==> config.mk <==
export PLATFORM = sky130hd
export DESIGN_NAME = xgmii_rx_link_fault
export DESIGN_NICKNAME = d
export VERILOG_FILES = /design/src/rtl/xgmii_rx_link_fault_pkg.sv /design/src/rtl/xgmii_rx_link_fault_seq_detect.sv /design/src/rtl/xgmii_rx_link_fault.sv
export SDC_FILE = /design/constraint.sdc
export NUM_CORES = 1
export LEC_CHECK = 0
export CORE_AREA = 2 2 70 72
export DETAILED_ROUTE_END_ITERATION = 7
export DIE_AREA = 0 0 72 74
export PLACE_DENSITY_LB_ADDON = 0.1
export SLEW_MARGIN = 20
export SYNTH_ARGS = -nofsm -noshare
export SYNTH_HDL_FRONTEND = slang
export SYNTH_SLANG_ARGS = --single-unit
==> constraint.sdc <==
create_clock -name clk -period 6.3 [get_ports clk]
set_clock_uncertainty 0.05 [all_clocks]
set_input_delay 0.945 -clock clk [delete_from_list [all_inputs] [get_ports clk]]
set_output_delay 0.945 -clock clk [all_outputs]
set_load 0.03 [all_outputs]
==> src/rtl/xgmii_rx_link_fault_pkg.sv <==
// ---------------------------------------------------------------------------
// xgmii_rx_link_fault_pkg
// Shared constants, types and the per-column state-update function for the
// XGMII receive link-fault monitor.
//   - XGMII sequence ordered-set constants and local/remote fault codes
//   - fault_t        : fault-type encoding (NONE doubles as link OK)
//   - lf_state_t     : link-fault monitor state (last_type, counters, fault)
//   - col_step()     : applies one 32-bit column to the monitor state
// ---------------------------------------------------------------------------
package xgmii_rx_link_fault_pkg;

  localparam logic [7:0] XGMII_SEQ     = 8'h9C;
  localparam logic [7:0] LF_CODE       = 8'h01;
  localparam logic [7:0] RF_CODE       = 8'h02;
  localparam int         COL_LIMIT     = 128;
  localparam int         SEQ_THRESHOLD = 4;

  localparam int         COL_CNT_W   = 7;
  localparam int         SEQ_CNT_W   = 2;
  localparam logic [COL_CNT_W-1:0] COL_CNT_MAX = COL_CNT_W'(COL_LIMIT - 1);
  localparam logic [SEQ_CNT_W-1:0] SEQ_CNT_MAX = SEQ_CNT_W'(SEQ_THRESHOLD - 1);

  // FT_NONE is "no sequence seen" for last_type and "link OK" for link_fault.
  typedef enum logic [1:0] {
    FT_NONE   = 2'd0,
    FT_LOCAL  = 2'd1,
    FT_REMOTE = 2'd2
  } fault_t;

  typedef struct packed {
    fault_t                 last_type;
    logic [SEQ_CNT_W-1:0]   seq_cnt;
    logic [COL_CNT_W-1:0]   col_cnt;
    fault_t                 link_fault;
  } lf_state_t;

  localparam lf_state_t LF_STATE_RESET = '{
    last_type:  FT_NONE,
    seq_cnt:    '0,
    col_cnt:    '0,
    link_fault: FT_NONE
  };

  // One column of the link-fault state machine. The same function is chained
  // twice per cycle so column 1 sees the state left behind by column 0.
  function automatic lf_state_t col_step(input lf_state_t s,
                                         input logic      is_seq,
                                         input fault_t    seq_type);
    lf_state_t n;
    n = s;
    if (is_seq) begin
      n.col_cnt = '0;
      if (seq_type != s.last_type) begin
        n.last_type = seq_type;
        n.seq_cnt   = SEQ_CNT_W'(1);
      end else if (s.seq_cnt < SEQ_CNT_MAX) begin
        n.seq_cnt = s.seq_cnt + SEQ_CNT_W'(1);
      end else begin
        // Fourth consecutive same-type sequence: commit; seq_cnt stays at max
        // so every further sequence of this type keeps refreshing the fault.
        n.link_fault = seq_type;
      end
    end else if (s.col_cnt < COL_CNT_MAX) begin
      n.col_cnt = s.col_cnt + COL_CNT_W'(1);
    end else begin
      // 128th consecutive non-sequence column: link is clean again.
      n = LF_STATE_RESET;
    end
    return n;
  endfunction

endpackage

==> src/rtl/xgmii_rx_link_fault_seq_detect.sv <==
// ---------------------------------------------------------------------------
// xgmii_seq_detect
// Combinational detector for one XGMII column (4 lanes). Flags a link-fault
// sequence ordered set (control on lane 0 only, 0x9C 00 00 code) and
// reports whether the code is local (0x01) or remote (0x02) fault.
//   i_col_data [31:0] : column bytes, byte 0 in [7:0]
//   i_col_ctrl [3:0]  : per-lane control bits, lane 0 in [0]
//   o_is_seq          : column is a local or remote fault sequence
//   o_seq_type        : FT_LOCAL / FT_REMOTE when o_is_seq, else FT_NONE
// ---------------------------------------------------------------------------
module xgmii_seq_detect
  import xgmii_rx_link_fault_pkg::*;
(
  input  logic [31:0] i_col_data,
  input  logic [3:0]  i_col_ctrl,
  output logic        o_is_seq,
  output fault_t      o_seq_type
);

  logic w_seq_header;

  assign w_seq_header = (i_col_ctrl == 4'b0001)
                     && (i_col_data[7:0]   == XGMII_SEQ)
                     && (i_col_data[15:8]  == 8'h00)
                     && (i_col_data[23:16] == 8'h00);

  always_comb begin
    // NOTE: every output gets a default before any branch, so no path can
    // leave it unassigned and infer a latch.
    o_is_seq   = 1'b0;
    o_seq_type = FT_NONE;
    if (w_seq_header) begin
      if (i_col_data[31:24] == LF_CODE) begin
        o_is_seq   = 1'b1;
        o_seq_type = FT_LOCAL;
      end else if (i_col_data[31:24] == RF_CODE) begin
        o_is_seq   = 1'b1;
        o_seq_type = FT_REMOTE;
      end
    end
  end

endmodule

==> src/rtl/xgmii_rx_link_fault.sv <==
// ---------------------------------------------------------------------------
// xgmii_rx_link_fault
// Receive-side link-fault monitor for a 10G reconciliation sublayer. Sits
// directly after the 10G PHY RX, watches both XGMII columns for local/remote
// fault sequences and maintains the link_fault state.
//   clk                  : PHY RX clock
//   rst                  : synchronous active-high reset
//   xgmii_rxd[63:0]      : RX data, column 0 = bytes 0-3, column 1 = 4-7
//   xgmii_rxc[7:0]       : RX control, one bit per byte
//   rx_block_lock        : PCS block lock; low forces local fault
//   rx_local_fault       : link_fault is LOCAL
//   rx_remote_fault      : link_fault is REMOTE
//   rx_link_ok           : link_fault is OK and block lock is up
//   tx_send_rf           : TX RS should send remote fault (we see LOCAL)
//   tx_send_idle         : TX RS should send idles only (we see REMOTE)
//   rx_fault_event_count : saturating count of OK-to-fault transitions
// All outputs are registered: one cycle from the causing input cycle.
// ---------------------------------------------------------------------------
module xgmii_rx_link_fault
  import xgmii_rx_link_fault_pkg::*;
#(
  parameter int DATA_WIDTH = 64,
  parameter int CTRL_WIDTH = DATA_WIDTH / 8
) (
  input  logic                  clk,
  input  logic                  rst,
  input  logic [DATA_WIDTH-1:0] xgmii_rxd,
  input  logic [CTRL_WIDTH-1:0] xgmii_rxc,
  input  logic                  rx_block_lock,
  output logic                  rx_local_fault,
  output logic                  rx_remote_fault,
  output logic                  rx_link_ok,
  output logic                  tx_send_rf,
  output logic                  tx_send_idle,
  output logic [7:0]            rx_fault_event_count
);

  if (DATA_WIDTH != 64) begin : g_bad_data_width
    $error("xgmii_rx_link_fault: DATA_WIDTH must be 64");
  end
  if (CTRL_WIDTH * 8 != DATA_WIDTH) begin : g_bad_ctrl_width
    $error("xgmii_rx_link_fault: CTRL_WIDTH*8 must equal DATA_WIDTH");
  end

  logic      w_is_seq0;
  logic      w_is_seq1;
  fault_t    w_type0;
  fault_t    w_type1;
  lf_state_t w_state_col0;
  lf_state_t w_state_next;
  logic      w_fault_event;

  lf_state_t r_state;
  logic      r_local_fault;
  logic      r_remote_fault;
  logic      r_link_ok;
  logic [7:0] r_event_count;

  xgmii_seq_detect u_seq_detect_col0 (
    .i_col_data (xgmii_rxd[31:0]),
    .i_col_ctrl (xgmii_rxc[3:0]),
    .o_is_seq   (w_is_seq0),
    .o_seq_type (w_type0)
  );

  xgmii_seq_detect u_seq_detect_col1 (
    .i_col_data (xgmii_rxd[63:32]),
    .i_col_ctrl (xgmii_rxc[7:4]),
    .o_is_seq   (w_is_seq1),
    .o_seq_type (w_type1)
  );

  // Column 0 first, then column 1 on top of column 0's result.
  assign w_state_col0 = col_step(r_state, w_is_seq0, w_type0);

  always_comb begin
    w_state_next = col_step(w_state_col0, w_is_seq1, w_type1);
    // Without block lock the column content is meaningless: hold local fault
    // and throw away any partial sequence/idle counting.
    if (!rx_block_lock) begin
      w_state_next            = LF_STATE_RESET;
      w_state_next.link_fault = FT_LOCAL;
    end
  end

  // Compared against the registered value, so at most one event per cycle.
  assign w_fault_event = (r_state.link_fault == FT_NONE)
                      && (w_state_next.link_fault != FT_NONE);

  always_ff @(posedge clk) begin
    // NOTE: non-blocking assignments throughout, so every register samples
    // the pre-edge values and the update order inside the block is irrelevant.
    if (rst) begin
      r_state        <= LF_STATE_RESET;
      r_event_count  <= '0;
      r_local_fault  <= 1'b0;
      r_remote_fault <= 1'b0;
      r_link_ok      <= 1'b0;
    end else begin
      r_state        <= w_state_next;
      r_local_fault  <= (w_state_next.link_fault == FT_LOCAL);
      r_remote_fault <= (w_state_next.link_fault == FT_REMOTE);
      r_link_ok      <= (w_state_next.link_fault == FT_NONE) && rx_block_lock;
      if (w_fault_event && (r_event_count != 8'hFF)) begin
        r_event_count <= r_event_count + 8'd1;
      end
    end
  end

  assign rx_local_fault       = r_local_fault;
  assign rx_remote_fault      = r_remote_fault;
  assign rx_link_ok           = r_link_ok;
  assign tx_send_rf           = r_local_fault;
  assign tx_send_idle         = r_remote_fault;
  assign rx_fault_event_count = r_event_count;

endmodule
; Word-level counts from Yosys, hierarchy flattened
; Cells that the tools add are included.
[totals]
register_bits = 24
input_bits = 75
output_inout_bits = 13
wordCells = 81
[classes]
add_sub_neg = 5
magnitude_cmp = 4
n_eq_ne = 13
n_mux = 31
n_bitwise = 2
n_reduce_logical = 18
[op_table]
columns = operator, n
row1 = 2-bit two-way mux, 19
row2 = 8-bit logical NOT, 4
row3 = 13-bit two-way mux, 2
row4 = "8-bit by 1-bit equality test with 1-bit output, second input constant", 2
row5 = "8-bit by 2-bit equality test with 1-bit output, second input constant", 2
row6 = "8-bit equality test, second input constant", 2
row7 = "7-bit by 1-bit adder with 7-bit output, second input constant", 2
row8 = "7-bit less-than comparator, second input constant", 2
row9 = 7-bit two-way mux, 2
row10 = 1-bit logical AND, 9
row11 = "8-bit by 1-bit adder with 8-bit output, second input constant", 1
row12 = "4-bit by 1-bit equality test with 1-bit output, second input constant", 2
row13 = 4-bit two-way mux, 2
row14 = "8-bit != test, second input constant", 1
row15 = 1-bit two-way mux, 6
row16 = "2-bit by 1-bit adder with 2-bit output, second input constant", 2
row17 = 2-bit logical NOT, 2
row18 = "2-bit less-than comparator, second input constant", 2
row19 = 2-bit != test, 2
row20 = 4-bit OR reduction, 1
row21 = "2-bit by 1-bit equality test with 1-bit output, second input constant", 1
row22 = "2-bit equality test, second input constant", 1
row23 = 1-bit NOT, 2
row24 = 2-bit nonzero test, 1
row25 = 2-bit OR reduction, 1

; Logic depth before layout (Yosys ltp)
; Gate-level depths: netlist of the first run.
[logic_depth]
ltp_word = 16
ltp_mapped = 10
ltp_nobuf = 10

; Cells and area by module
; A second synthesis of the first run with hierarchy kept.
[unflattened]
hier_cells = 216
hier_area_um2 = 1890.6
[by_module_without_submodules]
columns = mod, n_inst, cells_each, area_per_inst_um2
row1 = xgmii_rx_link_fault, 1, 182, 1600.3
row2 = xgmii_seq_detect, 2, 17, 145.1

; Least setup slack after synthesis of the first run
; No wires, ideal clock.
[synth_path]
path_kind = input-to-reg
startpoint = input xgmii_rxd[27]
endpoint = register r_event_count[7] (netlist: rx_fault_event_count[7])
setup_time_ps = 123
t_arrival_ps = 3372
setup_slack_ps = 2754
path_stages = 9
n_path_buf = 0
cell_sequence = or4_4 > nand3b_4 > nor4_2 > o21bai_2 > or4_4 > o221ai_2 > a21oi_4 > a211oi_2 > mux2_1
[synth_between]
elab_chain_len = 15
[synth_rtl]
columns = element, line
row1 = "start, declared", xgmii_rx_link_fault.sv:27  ; input logic [DATA_WIDTH-1:0] xgmii_rxd,
row2 = 8-bit by 2-bit equality test with 1-bit output, xgmii_rx_link_fault_seq_detect.sv:36  ; end else if (i_col_data[31:24] == RF_CODE) begin
row3 = 2-bit two-way mux, xgmii_rx_link_fault_seq_detect.sv:36
row4 = 2-bit two-way mux, xgmii_rx_link_fault_seq_detect.sv:33  ; if (i_col_data[31:24] == LF_CODE) begin
row5 = 2-bit two-way mux, xgmii_rx_link_fault_seq_detect.sv:32  ; if (w_seq_header) begin
row6 = 2-bit != test, xgmii_rx_link_fault_pkg.sv:53  ; if (seq_type != s.last_type) begin
row7 = 2-bit two-way mux, xgmii_rx_link_fault_pkg.sv:53
row8 = 13-bit two-way mux (*), xgmii_rx_link_fault_pkg.sv:51  ; if (is_seq) begin
row9 = 2-bit less-than comparator, xgmii_rx_link_fault_pkg.sv:56  ; end else if (s.seq_cnt < SEQ_CNT_MAX) begin
row10 = 2-bit two-way mux, xgmii_rx_link_fault_pkg.sv:56
row11 = 2-bit two-way mux, xgmii_rx_link_fault_pkg.sv:53
row12 = 13-bit two-way mux (*), xgmii_rx_link_fault_pkg.sv:51
row13 = 2-bit two-way mux (*), xgmii_rx_link_fault.sv:80  ; if (!rx_block_lock) begin
row14 = 2-bit nonzero test (*), xgmii_rx_link_fault.sv:88  ; && (w_state_next.link_fault != FT_NONE);
row15 = 1-bit logical AND (*), xgmii_rx_link_fault.sv:88
row16 = 1-bit logical AND (*), xgmii_rx_link_fault.sv:104  ; if (w_fault_event && (r_event_count != 8'hFF)) begin
row17 = "end signal, assigned", xgmii_rx_link_fault.sv:105  ; r_event_count <= r_event_count + 8'd1;
row18 = "end, declared", xgmii_rx_link_fault.sv:57  ; logic [7:0] r_event_count;
; Every way passes the cells marked *; elsewhere a longest branch is shown, timed or not.
; A chain may end at the register's enable or synchronous reset.

; Final worst setup path of the first run
[layout_path]
startpoint = input xgmii_rxd[3]
endpoint = register r_event_count[5] (netlist: rx_fault_event_count[5])
[layout_between]
elab_chain_len = 16
[layout_rtl]
columns = element, line
row1 = 8-bit equality test (*), xgmii_rx_link_fault_seq_detect.sv:23  ; && (i_col_data[7:0] == XGMII_SEQ)
row2 = 1-bit logical AND (*), xgmii_rx_link_fault_seq_detect.sv:23
row3 = 1-bit logical AND (*), xgmii_rx_link_fault_seq_detect.sv:24  ; && (i_col_data[15:8] == 8'h00)
row4 = 1-bit logical AND (*), xgmii_rx_link_fault_seq_detect.sv:25  ; && (i_col_data[23:16] == 8'h00);
row5 = 2-bit two-way mux, xgmii_rx_link_fault_seq_detect.sv:32
row6 = 2-bit != test, xgmii_rx_link_fault_pkg.sv:53
row7 = 2-bit two-way mux, xgmii_rx_link_fault_pkg.sv:53
row8 = 13-bit two-way mux (*), xgmii_rx_link_fault_pkg.sv:51
row9 = 2-bit less-than comparator, xgmii_rx_link_fault_pkg.sv:56
row10 = 2-bit two-way mux, xgmii_rx_link_fault_pkg.sv:56
row11 = 2-bit two-way mux, xgmii_rx_link_fault_pkg.sv:53
row12 = 13-bit two-way mux (*), xgmii_rx_link_fault_pkg.sv:51
row13 = 2-bit two-way mux (*), xgmii_rx_link_fault.sv:80
row14 = 2-bit nonzero test (*), xgmii_rx_link_fault.sv:88
row15 = 1-bit logical AND (*), xgmii_rx_link_fault.sv:88
row16 = 1-bit logical AND (*), xgmii_rx_link_fault.sv:104
; Marks and branches as above.

==> metrics.md, run 1 <==
| Metric | Value |
|---|---|
| Slew margin rel. | 47.9% |
| Max-Cap Viols | 0 |
| Crit Path Max Fanout | 9 |
| Fin util | 65.8% |
| Sequential area share after synthesis | 23.4% |
| Via count | 2318 |
| Crit-path max cell delay | 0.52 ns |
| Area growth, synth to finish | 47.0% |
| Core Box Area | 0.00460 mm2 |
| Antenna Violating Nets Remaining | 0 |
| Final setup margin | 2.16 ns |
| Crit path time final | 4.14 ns |
| Critical Path AT | 4.24 ns |
| # H-tree levels | 1 |
| Post-Syn Nets | 340 |
| Commonest non-fill, non-tap cell in the layout | clkdlybuf4s50_1 |
| Post-route DRC | 0 |
| PwrDens | 119 mW/mm2 |
| Slowest CP cell | nor4bb_1 |
| FF+latch count, synth | 24 |
| Adder-Cell Fraction of Synth Area | 1.82% |
| Maximum VDD drop | 0.0908 mV |
| Per-cell routed wire length | 13.9 um |
| Most frequent CP cell | mux2_1 |
| Most frequent cells in the layout | 87 x clkdlybuf4s50_1, 32 x nor2_1, 24 x dfxtp_1 |
| Status | finished, final reports clean |
| Starting DRT DRC Count | 120 |
| Vias in the first global route | 2236 |
| Hold buffers post-CTS | 0 |
| Static leakage | 1.06 nW |
| Fmax | 242 MHz |
| Final Cycle Share | 65.7% |
| Post-synthesis average cell area | 7.85 um2 |
| Type of the most critical hold path | reg2reg |
| Cts repair resizes | 0 |
| WP data required | 6.41 ns |
| Worst-margin pin slew | 0.775 ns |
| CTS tree | yes |
| Global route overflow | 0 |
| Post-synthesis mux area share | 4.87% |
| Mapped Area | 0.00206 mm2 |
| Cts bufs inserted | 3 |
| Number of flops mapped to enable cells by yosys | 0 |
| Initial Util | 44.7% |
| Largest net degree at the start of global routing | 22 |
| Async set-reset flop share out of synthesis | 0% |
| Bufs on Longest Clock Path | 2 |
| Clk slew on worst S/H paths | 0.09 ns |
| Post-CTS Setup Bufs | 0 |
| CTS root buf | clkbuf_8 |
| CP Buf/Inv Count | 1 |
| Clock latency on the worst-skew pair | 0.27 ns |
| Overall Global Routing Usage | 21.5% |
| Die W | 72 um |
| Post-Synthesis Cells | 262 |
| Synth Area in XOR/XNOR | 4.26% |
| Number of placed I/O pins | 88 |
| Critical path endpoint category | register |
| Final setup viols | 0 |
| Largest family of logic cells by synthesized area | simple AND/OR/NAND/NOR gates |
| Dpl hpwl | 4.54 mm |
| RSZ-0062 raised after global routing | no |
| Primary FF master, synth | dfxtp_1 |
| Total power | 361 uW |
| Yosys cell types | 62 |
| Routability congestion estimate | 0.881 |
| Clock tree sinks | 24 |
| Post-Place Setup Slack | 1.90 ns |
| Initial antenna violation count | 0 |
| Critical Path, Cell by Cell | clkdlybuf4s50_1 -> nor4bb_1 -> nand2_1 -> nor4_2 -> o21bai_2 -> mux2_1 -> o21a_1 -> a21oi_2 -> a21oi_1 -> mux2_1 |
| Critical path type | in2reg |
| Die Y | 74 um |
| Post-Route Setup TNS | 0 ns |
| Delay-heaviest family, CP | simple AND/OR/NAND/NOR gates |
| Max Transition Viols Final | 0 |
| Hold Vio Cnt, Final | 0 |
| # rows | 25 |
| Startpoint Class | primary input |
| YS warnings | 0 |
| 1st-pass router iterations | 4 |
| Global-route wire length before repair | 9.40 mm |
| Vias per cell | 5.78 |
| Fraction of layout cells with a size suffix above 1 | 6.63% |
| Final nets | 426 |
| Antenna cell count | 0 |
| Drt total wl | 5.56 mm |
| Port-buffer cells | 87 |
| Simple-gate share of the synthesized area | 47.4% |
| Die ar. | 0.00533 mm2 |
| Compound-cell area share of the yosys netlist | 15.9% |
registers in the layout, summed over array words and instances, names as in the netlist:
| register | flops |
|---|---|
| rx_local_fault | 1 |
| r_state | 13 |
| rx_fault_event_count | 8 |
| rx_remote_fault | 1 |
| rx_link_ok | 1 |
final cells by class:
cell class / count / area, um2
Multi-Input combinational cell: 227 / 1530
Clock buffer: 4 / 55.1
Tap cell: 54 / 67.6
Timing Repair Buffer: 88 / 878
Sequential cell: 24 / 480
Fill cell: 402 / 1570
Inverter: 4 / 15.0
cell families after synthesis:
logic type,count (synthesis)
buffers and inverters,11
DFF,24
AOI/OAI and AO/OA,43
xor gates and xnor gates,10
muxes,9
and+or+nand+nor,162
adders and majority gates,3
worst reg2reg max path, stage by stage, from the launching register on:
cell,delay [ns]
dfxtp_1,0.40
ha_1,0.22
xor2_1,0.31
nand4_1,0.22
or4_1,0.60
o2bb2ai_1,0.26
o221ai_2,0.16
a21oi_4,0.30
a21oi_1,0.14
mux2_1,0.34
worst paths after layout:
path / cells past startpoint / start / to / slack [ns]
max reg2reg: 9 / r_state[2]$_SDFF_PP0_ / rx_fault_event_count[5]$_SDFFE_PP0P_ / 3.18
max: 10 / xgmii_rxd[3] / rx_fault_event_count[5]$_SDFFE_PP0P_ / 2.16
min: 2 / rx_fault_event_count[1]$_SDFFE_PP0P_ / rx_fault_event_count[1]$_SDFFE_PP0P_ / 0.52
min reg2reg: 2 / rx_fault_event_count[1]$_SDFFE_PP0P_ / rx_fault_event_count[1]$_SDFFE_PP0P_ / 0.52
per-stage QoR:
step           area (um2)  hold WS (ns)  std cells
2_1_floorplan        2060         0.477        262
3_3_place_gp         2970         0.470        397
3_5_place_dp         2970         0.505        397
4_1_cts              3020         0.523        401
5_1_grt              3020         0.562        401
6_report             3020         0.516        401
Yosys cell counts (all sizes together), types with 4 or more instances:
library cell / n / share of area [%]
xor2: 7 / 3.0
nor4b: 7 / 3.0
nor3: 10 / 2.7
nand4: 10 / 3.3
nand2: 17 / 3.1
and2: 4 / 1.2
nor2b: 13 / 4.0
nor2: 32 / 5.8
and4: 4 / 1.7
mux2: 8 / 4.4
a21oi: 12 / 3.7
nand2b: 9 / 2.7
dfxtp: 24 / 23
nand3: 9 / 2.2
nor4: 26 / 8.8
or4: 5 / 2.2
o21ai: 7 / 1.7
clkbuf: 5 / 0.91
inv: 4 / 0.73
layer usage:
metal  vias up  wire, um  track usage, %
met5         -         0               0
met4         0        76            6.08
met3         8       363            4.74
met2        77      2620            37.7
met1      1055      2510            26.6
li1       1178         -               -
where the power goes:
part	switching (mW)	internal (mW)	leakage, nW	total [mW]
sequential	0.00344	0.155	0.195	0.159
clock	0.0517	0.0559	0.0288	0.108
combinational	0.0365	0.0583	0.841	0.0948
No activity file was read; power rests on OpenSTA's default activity.
==> run 2, diff against run 1 <==
- CORE_AREA: 2 2 70 72 -> 2 2 76 78
- DIE_AREA: 0 0 72 74 -> 0 0 78 80
- clock period: 6.3 -> 3.8 ns (I/O delays scaled with it)
==> run 2 against run 1 <==
Compared with the run above:
- clock-buffer cell count is 1 lower
- highest routed layer unchanged
- clock power is 110% higher
- combinational power is 69% higher
- critical endpoint is now rx_fault_event_count[6]$_SDFFE_PP0P_
==> metrics.md, run 2 (synthesis results as in run 1) <==
| Metric | Value |
|---|---|
| Status | finished, final reports clean |
| Critical path endpoint category | register |
| Area growth, synth to finish | 53.6% |
| Overall Global Routing Usage | 18.8% (-2.7 points) |
| Post-Route Setup TNS | 0 ns (unchanged) |
| Sequential Area | 480 um2 (unchanged) |
| Crit path from | xgmii_rxd[12] |
| Dpl hpwl | 4.79 mm (+5.5%) |
| Largest register FFs | 13 (unchanged) |
| Maximum VDD drop | 0.163 mV (+79%) |
| Max-Cap Viols | 0 (unchanged) |
| Vias in the first global route | 2353 (+5.2%) |
| Slew margin rel. | 55.8% (+7.9 points) |
| Via count | 2390 (+3.1%) |
| Worst-margin pin slew | 0.658 ns (-0.116 ns) |
| Largest register by flop count | r_state |
| Fraction of layout cells with a size suffix above 1 | 10.0% (+3.4 points) |
| Clk pwr share | 35.1% (+5.3 points) |
| Crit Path Max Fanout | 9 (unchanged) |
| Largest net degree at the start of global routing | 22 (unchanged) |
| Per-cell routed wire length | 13.5 um (-2.6%) |
| Final nets | 439 (+3.1%) |
| Cts repair resizes | 0 (unchanged) |
| Post-CTS Setup Bufs | 0 (unchanged) |
| Type of the most critical hold path | reg2reg |
| GRT met2 Usage | 34.4% (-3.3 points) |
| 1st-pass router iterations | 4 (unchanged) |
| Initial antenna violation count | 0 (unchanged) |
| Die Y | 80 um (+8.1%) |
| Fin util | 58.5% (-7.3 points) |
| Starting DRT DRC Count | 101 (-16%) |
| Combinational share of power | 24.6% (-1.7 points) |
| Post-route DRC | 0 (unchanged) |
| Vias per cell | 5.53 (-4.3%) |
| Cts bufs inserted | 3 (unchanged) |
| Critical path type | in2reg |
| Cell area after layout | 0.00316 mm2 (+4.5%) |
| Seq pwr share | 40.3% (-3.6 points) |
| Startpoint Class | primary input |
| Port-buffer cells | 87 (unchanged) |
| Crit path time final | 3.46 ns |
| Clk slew on worst S/H paths | 0.09 ns (about the same) |
| # rows | 27 (+8.0%) |
| M1 GR Usage | 21.9% (-4.7 points) |
| Switching Fraction | 23.8% (-1.6 points) |
| Total power | 653 uW (+81%) |
| Most frequent cells in the layout | 87 x clkdlybuf4s50_1, 32 x nor2_1, 24 x dfxtp_1 |
| Clock latency on the worst-skew pair | 0.27 ns (about the same) |
| Core Box Area | 0.00541 mm2 (+18%) |
| Critical Path AT | 3.57 ns (-0.67 ns) |
| Initial Util | 38.1% (-6.7 points) |
| Fmax | 289 MHz |
| Routability congestion estimate | 0.889 (+0.98%) |
| Final Cycle Share | 91.0% |
| Die W | 78 um (+8.3%) |
| Antenna Violating Nets Remaining | 0 (unchanged) |
| Number of placed I/O pins | 88 (unchanged) |
| Critical Path, Cell by Cell | clkdlybuf4s50_1 -> nor4_1 -> nand4_2 -> nor4_2 -> o21bai_2 -> mux2_1 -> o21a_1 -> a21oi_2 -> buf_4 -> a21oi_1 -> mux2_1 |
| Max Transition Viols Final | 0 (unchanged) |
| Hold path start | rx_fault_event_count[1]$_SDFFE_PP0P_ |
| Area occupied by multi-input gates | 0.00153 mm2 (unchanged) |
| CTS root buf | clkbuf_8 |
| Commonest non-fill, non-tap cell in the layout | clkdlybuf4s50_1 |
| Hold Vio Cnt, Final | 0 (unchanged) |
| CTS tree | yes |
| Worst reg2reg path startpoint | r_state[2]$_SDFF_PP0_ |
| Most frequent CP cell | mux2_1 |
| Slowest CP cell | nor4_2 |
| Gr busiest metal | met2 |
| Internal | 498 uW (+85%) |
| Antenna cell count | 0 (unchanged) |
| Global-route wire length before repair | 9.71 mm (+3.3%) |
| Drt total wl | 5.84 mm (+4.9%) |
| # H-tree levels | 1 (unchanged) |
| PwrDens | 207 mW/mm2 (+73%) |
| Hold buffers post-CTS | 0 (unchanged) |
| DP Area | 0.00309 mm2 (+4.0%) |
| Met3 Use GR | 3.85% (-0.90 points) |
| WP data required | 3.92 ns (-2.49 ns) |
| Global route overflow | 0 (unchanged) |
| Die ar. | 0.00624 mm2 (+17%) |
| Bufs on Longest Clock Path | 2 (unchanged) |
| Sw power | 155 uW (+69%) |
| Final setup viols | 0 (unchanged) |
| Crit-path max cell delay | 0.43 ns (-0.09 ns) |
| Filler cell count | 496 (+23%) |
| Clock tree sinks | 24 (unchanged) |
| RSZ-0062 raised after global routing | no |
| Static leakage | 1.14 nW (+6.9%) |
==> run 2: layer usage <==
layer | part of all wire, % | up-vias | wire, um
li1 | - | 1199 | -
met1 | 45 | 1084 | 2650
met2 | 46 | 93 | 2700
met3 | 6.7 | 14 | 392
met4 | 1.6 | 0 | 94
met5 | 0 | - | 0
==> run 2: final timing paths <==
check,endpoint,slack [ns],depth (start not counted)
hold reg to reg,rx_fault_event_count[1]$_SDFFE_PP0P_,0.49,2
hold / removal,rx_fault_event_count[1]$_SDFFE_PP0P_,0.49,2
setup reg to reg,rx_fault_event_count[5]$_SDFFE_PP0P_,0.74,9
setup / recovery,rx_fault_event_count[6]$_SDFFE_PP0P_,0.34,11
==> run 2: power by group through the flow <==
stage	clock network [mW]	logic, mW	registers, mW
3_3_place_gp	0	0.159	0.269
5_1_grt	0.243	0.173	0.264
4_1_cts	0.234	0.161	0.263
6_report	0.229	0.160	0.263
3_5_place_dp	0	0.160	0.269
2_1_floorplan	0	0.0452	0.275
==> run 2: area by class of cell <==
type                       instances  share of cell area [%]
sequential                        24                    15.2
clock buffer                       3                    1.31
multi-input combinational        227                    48.3
clock inverter                     1                   0.950
tap                               72                    2.85
inverter                           4                   0.475
timing repair buffer             101                    30.9
==> run 2: stage by stage <==
stage,setup WS [ns],hold slack [ns],instances
2_1_floorplan,0.629,0.477,262
3_3_place_gp,0.0863,0.479,428
3_5_place_dp,0.0307,0.479,428
4_1_cts,0.312,0.499,432
5_1_grt,0.158,0.524,432
6_report,0.343,0.495,432
==> run 2: critical path, delay by kind of cell <==
kind | cells | cell delay (ns)
and+or+nand+nor | 3 | 1.10
buffers and inverters | 2 | 0.59
muxes | 2 | 0.68
AOI/OAI and AO/OA | 4 | 0.62
